<file path="src/rtl/arith_seq_pkg.sv">
// Shared types and helpers for the sequential arithmetic blocks
// (multiplier now, divider later).
package arith_seq_pkg;

   typedef enum logic [1:0] {
      IDLE = 2'd0,
      RUN  = 2'd1,
      DONE = 2'd2
   } state_t;

   function automatic int unsigned clog2(input int unsigned n);
      int unsigned r;
      r = 0;
      for (int unsigned i = 0; i < 32; i++) begin
         if ((64'd1 << i) < 64'(n)) r = i + 1;
      end
      return r;
   endfunction

endpackage

</file>
<file path="src/rtl/full_adder.sv">
// One-bit full adder cell.
module full_adder (
   input  logic a,
   input  logic b,
   input  logic cin,
   output logic sum,
   output logic cout
);

   assign sum  = a ^ b ^ cin;
   assign cout = (a & b) | (cin & (a ^ b));

endmodule

</file>
<file path="src/rtl/rca.sv">
// N-bit ripple-carry adder chained from full_adder cells.
module rca #(
   parameter int unsigned N = 4
) (
   input  logic [N-1:0] a,
   input  logic [N-1:0] b,
   input  logic         cin,
   output logic [N-1:0] sum,
   output logic         cout
);

   logic [N:0] c;

   assign c[0] = cin;

   for (genvar i = 0; i < N; i++) begin : g_bit
      full_adder u_fa (
         .a   (a[i]),
         .b   (b[i]),
         .cin (c[i]),
         .sum (sum[i]),
         .cout(c[i+1])
      );
   end

   assign cout = c[N];

endmodule

</file>
<file path="src/rtl/seq_arrmul.sv">
// Sequential unsigned shift-and-add multiplier: one multiplier bit per clock
// through a single N-bit adder row, start/busy/done handshake.
module seq_arrmul
   import arith_seq_pkg::*;
#(
   parameter int unsigned N = 4
) (
   input  logic           clk,
   input  logic           rst_n,
   input  logic           start,
   input  logic [N-1:0]   a,
   input  logic [N-1:0]   b,
   output logic           busy,
   output logic           done,
   output logic [2*N-1:0] seq_arrmul_out
);

   localparam int unsigned CW = clog2(N);

   state_t           state_q;
   logic [N-1:0]     a_q;
   logic [2*N-1:0]   acc_q, acc_d;
   logic [CW-1:0]    cnt_q;
   logic             busy_q, done_q;
   logic [2*N-1:0]   out_q;

   logic [N-1:0]     addend, sum;
   logic             cout;

   // The multiplier occupies the low half of the accumulator: each right shift
   // retires one multiplier bit exactly as a product bit moves in from above.
   assign addend = acc_q[0] ? a_q : '0;

   rca #(.N(N)) u_rca (
      .a   (acc_q[2*N-1:N]),
      .b   (addend),
      .cin (1'b0),
      .sum (sum),
      .cout(cout)
   );

   assign acc_d = {cout, sum, acc_q[N-1:1]};

   always_ff @(posedge clk or negedge rst_n) begin
      if (!rst_n) begin
         state_q <= IDLE;
         a_q     <= '0;
         acc_q   <= '0;
         cnt_q   <= '0;
         busy_q  <= 1'b0;
         done_q  <= 1'b0;
         out_q   <= '0;
      end else begin
         done_q <= 1'b0;
         case (state_q)
            IDLE, DONE: begin
               if (start) begin
                  a_q     <= a;
                  acc_q   <= {{N{1'b0}}, b};
                  cnt_q   <= '0;
                  busy_q  <= 1'b1;
                  state_q <= RUN;
               end else begin
                  busy_q  <= 1'b0;
                  state_q <= IDLE;
               end
            end
            RUN: begin
               acc_q <= acc_d;
               cnt_q <= cnt_q + CW'(1);
               if (cnt_q == CW'(N - 1)) begin
                  out_q   <= acc_d;
                  busy_q  <= 1'b0;
                  done_q  <= 1'b1;
                  state_q <= DONE;
               end
            end
            default: begin
               busy_q  <= 1'b0;
               state_q <= IDLE;
            end
         endcase
      end
   end

   assign busy           = busy_q;
   assign done           = done_q;
   assign seq_arrmul_out = out_q;

endmodule

</file>
<file path="config.mk">
export PLATFORM = sky130hd
export DESIGN_NAME = seq_arrmul
export DESIGN_NICKNAME = d
export VERILOG_FILES = /design/src/rtl/arith_seq_pkg.sv /design/src/rtl/full_adder.sv /design/src/rtl/rca.sv /design/src/rtl/seq_arrmul.sv
export SDC_FILE = /design/constraint.sdc
export NUM_CORES = 1
export LEC_CHECK = 0
export BUFFER_PORTS_ARGS = -buffer_cell sky130_fd_sc_hd__buf_2
export CORE_ASPECT_RATIO = 0.5
export CORE_MARGIN = 4
export CORE_UTILIZATION = 25
export DETAILED_ROUTE_END_ITERATION = 8
export PLACE_DENSITY = 0.46
export SETUP_SLACK_MARGIN = 0.15
export SLEW_MARGIN = 20
export SYNTH_ARGS = -nofsm -noshare
export SYNTH_HDL_FRONTEND = slang
export SYNTH_SLANG_ARGS = --single-unit
</file>
<file path="constraint.sdc">
create_clock -name clk -period 3 [get_ports clk]
set_input_delay 0.15 -clock clk [delete_from_list [all_inputs] [get_ports clk]]
set_output_delay 0.15 -clock clk [all_outputs]
set_load 0.02 [all_outputs]
</file>
==> flow_summary.html <==
<table>
<tr><th>Metric</th><th>Value</th></tr>
<tr><th colspan="2">Route</th></tr>
<tr><td>Drt via density</td><td>4.222</td></tr>
<tr><td>Routed wire length on met2</td><td>roughly 1000 um</td></tr>
<tr><td>Uppermost metal layer occupied by signal nets</td><td>met4</td></tr>
<tr><td>Total length of routed wires</td><td>2.429 mm</td></tr>
<tr><td>Final ANT Viol Nets</td><td>0</td></tr>
<tr><td>DR DRC count</td><td>0</td></tr>
<tr><td>Violation count after the first detailed-route iteration</td><td>20</td></tr>
<tr><td>Met1 wire length</td><td>approximately 1.3 mm</td></tr>
<tr><td>Number of vias after detailed routing</td><td>819</td></tr>
<tr><td>First drt pass iteration count</td><td>4</td></tr>
<tr><td>Routed met3 length</td><td>80 um</td></tr>
<tr><td>Per-cell routed wire length</td><td>12.52 um</td></tr>
<tr><th colspan="2">Logic synthesis</th></tr>
<tr><td>Most instantiated flip-flop cell in the synthesis netlist</td><td>sky130_fd_sc_hd__dfrtp_1</td></tr>
<tr><td>Commonest cells in the synthesized netlist</td><td>sky130_fd_sc_hd__dfrtp_1 (26), sky130_fd_sc_hd__nand2_1 (20), sky130_fd_sc_hd__inv_1 (9)</td></tr>
<tr><td>Most instantiated library cell after synthesis</td><td>sky130_fd_sc_hd__dfrtp_1</td></tr>
<tr><td>Synthesized netlist cell count</td><td>108</td></tr>
<tr><td>Largest cells by area after synthesis</td><td>sky130_fd_sc_hd__dfrtp_1 (53%), sky130_fd_sc_hd__nand2_1 (6.1%), sky130_fd_sc_hd__mux2_2 (5.5%)</td></tr>
<tr><td>EDFF count, synth</td><td>0</td></tr>
<tr><td>Synthesized Nets</td><td>124</td></tr>
<tr><td>Share of Yosys cell area claimed by the top area cell type</td><td>52.79%</td></tr>
<tr><td>Sequential cell area fraction in the yosys report</td><td>between 50% and 60%</td></tr>
<tr><td>Yosys synthesis warning count</td><td>0</td></tr>
<tr><td>Mapped cell area</td><td>1232 um2</td></tr>
<tr><td>Cell taking the most area after synthesis</td><td>sky130_fd_sc_hd__dfrtp_1</td></tr>
<tr><td>Number of storage elements in the synthesis netlist</td><td>26</td></tr>
<tr><td>Mapped Avg Cell Area</td><td>11.41 um2</td></tr>
<tr><td>Ys async rst share</td><td>100.0%</td></tr>
<tr><td>Cell variety after synth</td><td>24</td></tr>
<tr><th colspan="2">Timing</th></tr>
<tr><td>Final setup fails</td><td>0</td></tr>
<tr><td>Worst setup skew after layout</td><td>0.008406 ns</td></tr>
<tr><td>Setup repair after global routing missed its margin</td><td>no</td></tr>
<tr><td>Highest achievable clock rate</td><td>~0.44 GHz</td></tr>
<tr><td>Relative slew margins</td><td>56.38%</td></tr>
<tr><td>Share of the clock period used by the worst path after layout</td><td>approximately 76%</td></tr>
<tr><td>Fin. Hold Viols</td><td>0</td></tr>
<tr><td>Final critical delay including setup and external delays</td><td>around 2.3 ns</td></tr>
<tr><td>Final total negative setup slack</td><td>0 ns</td></tr>
<tr><td>Number of slew-limit violations in the final report</td><td>0</td></tr>
<tr><td>Slew at the pin closest to its max-slew limit</td><td>0.6542 ns</td></tr>
<tr><th colspan="2">Power</th></tr>
<tr><td>Net Switching</td><td>0.5522 mW</td></tr>
<tr><td>Combinational share of power</td><td>38.3%</td></tr>
<tr><td>Int Pwr</td><td>0.9528 mW</td></tr>
<tr><td>PnR Total Power</td><td>about 1.5 mW</td></tr>
<tr><td>Sequential fraction of design power</td><td>42.4%</td></tr>
<tr><td>Portion of total power attributed to the clock network</td><td>19.3%</td></tr>
<tr><td>Peak supply drop</td><td>0.0003458 V</td></tr>
<tr><td>Sw Ratio</td><td>between 30% and 40%</td></tr>
<tr><td>Power per cell area</td><td>1036 nW/um2</td></tr>
<tr><td>Static leakage power</td><td>0.7041 nW</td></tr>
<tr><th colspan="2">Placed design</th></tr>
<tr><td>Port Buf Inserts</td><td>20</td></tr>
<tr><td>Number of cells in the design after placement</td><td>189</td></tr>
<tr><td>Final weighted congestion of routability-driven global placement</td><td>approximately 0.71</td></tr>
<tr><td>DP HPWL</td><td>1.809 mm</td></tr>
<tr><th colspan="2">GRT</th></tr>
<tr><td>Largest net degree at the start of global routing</td><td>27</td></tr>
<tr><td>Initial antenna violation count</td><td>0</td></tr>
<tr><td>Gr usage total</td><td>8.767%</td></tr>
<tr><td>Number of global-route vias before repair</td><td>830</td></tr>
<tr><td>Total congestion overflow</td><td>0</td></tr>
<tr><td>First-pass GRT wire length</td><td>4.284 mm</td></tr>
<tr><th colspan="2">Status</th></tr>
<tr><td>Status</td><td>completed</td></tr>
<tr><th colspan="2">Finish</th></tr>
<tr><td>Area added between synthesis and finish</td><td>17.87%</td></tr>
<tr><td>Final instance count without filler cells</td><td>approximately 190</td></tr>
<tr><td>ANT cells</td><td>0</td></tr>
<tr><td>FF+latch area</td><td>650.6 um2</td></tr>
<tr><td>Layout cells sized above 1</td><td>between 20% and 30%</td></tr>
<tr><td>Area of the multi-input gates</td><td>between 500 and 600 um2</td></tr>
<tr><td>Final nets</td><td>145</td></tr>
<tr><td>Number of fill cells</td><td>between 400 and 500</td></tr>
<tr><th colspan="2">Clocking</th></tr>
<tr><td>Number of sinks handled by clock tree synthesis</td><td>26</td></tr>
<tr><td>Post-cts sizing count</td><td>0</td></tr>
<tr><td>Clock slew at the register clock pins of the worst setup and hold paths</td><td>0.10 ns</td></tr>
<tr><td>Number of buffers on the longest clock path</td><td>2</td></tr>
<tr><td>Num CTS Buffers</td><td>3</td></tr>
<tr><td>CTS tree</td><td>yes</td></tr>
<tr><td>Worst-Skew Late Latency</td><td>around 0.27 ns</td></tr>
<tr><td>Depth of the CTS H-tree</td><td>1</td></tr>
<tr><td>Root buffer selected by CTS</td><td>sky130_fd_sc_hd__clkbuf_8</td></tr>
<tr><th colspan="2">Critical path</th></tr>
<tr><td>Setup slack, reg-to-reg</td><td>0.73 ns</td></tr>
<tr><td>Crit path largest cell delay</td><td>0.49 ns</td></tr>
<tr><td>Kind of start point of the critical path</td><td>flop</td></tr>
<tr><td>Startpoint of the lowest-slack register-to-register path</td><td>acc_q[0]</td></tr>
<tr><td>Cell with the largest stage delay on the worst path</td><td>sky130_fd_sc_hd__fa_1</td></tr>
<tr><td>Class of the most critical setup path</td><td>reg2reg</td></tr>
<tr><td>Worst Path Required</td><td>3.17 ns</td></tr>
<tr><td>Arrival time reported for the critical path endpoint</td><td>2.44 ns</td></tr>
<tr><td>Cell-by-cell trace of the critical path</td><td>and2_1 -&gt; ha_1 -&gt; inv_1 -&gt; fa_1 -&gt; inv_1 -&gt; fa_1 -&gt; inv_1 -&gt; fa_1 -&gt; o21ai_0 -&gt; a22o_1</td></tr>
<tr><td>Critical Path Sink Type</td><td>flop</td></tr>
<tr><td>First element of the critical path</td><td>acc_q[0]</td></tr>
<tr><td>Worst Path Max Fanout</td><td>6</td></tr>
<tr><th colspan="2">Die</th></tr>
<tr><td>Total die area</td><td>6185 um2</td></tr>
<tr><td>Std-Cell Rows</td><td>17</td></tr>
<tr><td>I/O pin cnt</td><td>21</td></tr>
<tr><td>Vertical die dimension</td><td>57.65 um</td></tr>
<tr><td>Initial core utilization</td><td>approximately 27%</td></tr>
<tr><td>Area of the placeable core</td><td>4573 um2</td></tr>
<tr><td>Width of the die</td><td>107.3 um</td></tr>
<tr><th colspan="2">Worst hold path</th></tr>
<tr><td>Source of the worst hold timing path</td><td>a[2]</td></tr>
<tr><td>Worst min-delay path category</td><td>in2reg</td></tr>
<tr><th colspan="2">Job</th></tr>
<tr><td>Max-capacitance violation count</td><td>0</td></tr>
</table>
## logic make-up after synthesis
group,count (synthesis),share of synthesized area [%]
AOI/OAI and AO/OA,22,11.78
xor gates and xnor gates,1,0.7108
adders and majority gates,5,6.903
buffers and inverters,14,6.294
DFF,26,52.79
muxes,10,8.731
and+or+nand+nor,30,12.79
## power by group through the flow
stage | clock network [mW] | logic [mW] | registers (mW)
3_3_place_gp | 0 | 0.575 | 0.648
5_1_grt | 0.317 | 0.649 | 0.667
6_report | 0.291 | 0.576 | 0.638
4_1_cts | 0.303 | 0.587 | 0.642
3_5_place_dp | 0 | 0.586 | 0.647
2_1_floorplan | 0 | 0.436 | 0.646
## layout make-up
type | count | area share (%)
flip-flops and latches | 26 | 44.79
multi-input cells | 68 | 34.71
repair buffers | 21 | 7.580
inverters | 9 | 2.326
well taps | 66 | 5.685
clock inverters | 1 | 2.067
clock buffers | 3 | 2.842
## path summary, 6_finish.rpt
check,depth (start not counted),end
max,10,acc_q[6]
min,3,a_q[2]
max reg2reg,10,acc_q[6]
min reg2reg,2,a_q[0]
max in group asynchronous,2,a_q[3]
min in group asynchronous,2,busy
## critical path, delay by kind of cell (launching register included)
| family | cells | cell delay, ns |
|---|---|---|
| buffers and inverters | 3 | 0.17 |
| adders and majority gates | 4 | 1.13 |
| AOI/OAI and AO/OA | 2 | 0.33 |
| and+or+nand+nor | 1 | 0.14 |
| DFF | 1 | 0.41 |
## timing repair
item / CTS / global route
hold endpoints to repair: 26 / 0
hold buffers: 1 / 0
setup buffers: 0 / 0
## registers in the layout (all words and copies together), names as in the netlist
signal	flops
done	1
state_q	2
cnt_q	2
acc_q	8
a_q	4
seq_arrmul_out	8
busy	1
## placed cells by master, fill, tap and decap left out
master                          netlist  routed
sky130_fd_sc_hd__buf_2                2      20
sky130_fd_sc_hd__fa_1                 3       3
sky130_fd_sc_hd__dfrtp_1             26      26
sky130_fd_sc_hd__nor2b_1              3       3
sky130_fd_sc_hd__o21ai_0              7       7
sky130_fd_sc_hd__o22ai_1              1       1
sky130_fd_sc_hd__nand3b_4             1       1
sky130_fd_sc_hd__bufinv_16            0       1
sky130_fd_sc_hd__a31oi_1              1       1
sky130_fd_sc_hd__mux2_2               6       6
sky130_fd_sc_hd__nand2_1             20      20
sky130_fd_sc_hd__a211oi_1             3       3
sky130_fd_sc_hd__nor2_1               1       1
sky130_fd_sc_hd__xnor2_1              1       1
sky130_fd_sc_hd__a22o_1               6       6
sky130_fd_sc_hd__and2b_1              1       1
sky130_fd_sc_hd__inv_1                9       9
sky130_fd_sc_hd__nand2b_1             1       1
sky130_fd_sc_hd__and2_1               2       2
sky130_fd_sc_hd__mux2i_1              4       4
sky130_fd_sc_hd__ha_1                 2       2
sky130_fd_sc_hd__o31ai_1              1       1
sky130_fd_sc_hd__dlygate4sd3_1        0       1
sky130_fd_sc_hd__nand2b_4             1       1
sky130_fd_sc_hd__a21oi_1              3       3
sky130_fd_sc_hd__clkbuf_8             0       3
## per-stage QoR
step	instance area [um2]	setup WS, ns	hold slack, ns	util (%)
6_report	1453	0.7346	0.06429	31.76
5_1_grt	1453	0.5480	0.06789	31.76
4_1_cts	1453	0.7348	0.05757	31.76
3_5_place_dp	1371	0.7233	0.1952	29.99
3_3_place_gp	1371	0.7785	0.1956	29.99
2_1_floorplan	1232	0.8594	-0.1456	-
## per-layer routing
layer / GRT usage [%] / vias to the layer above
met5: 0 / -
met4: 2.186 / 0
met3: 2.113 / 2
met2: 12.98 / 18
met1: 12.87 / 397
li1: - / 402
Power figures use the tool's default switching activity.
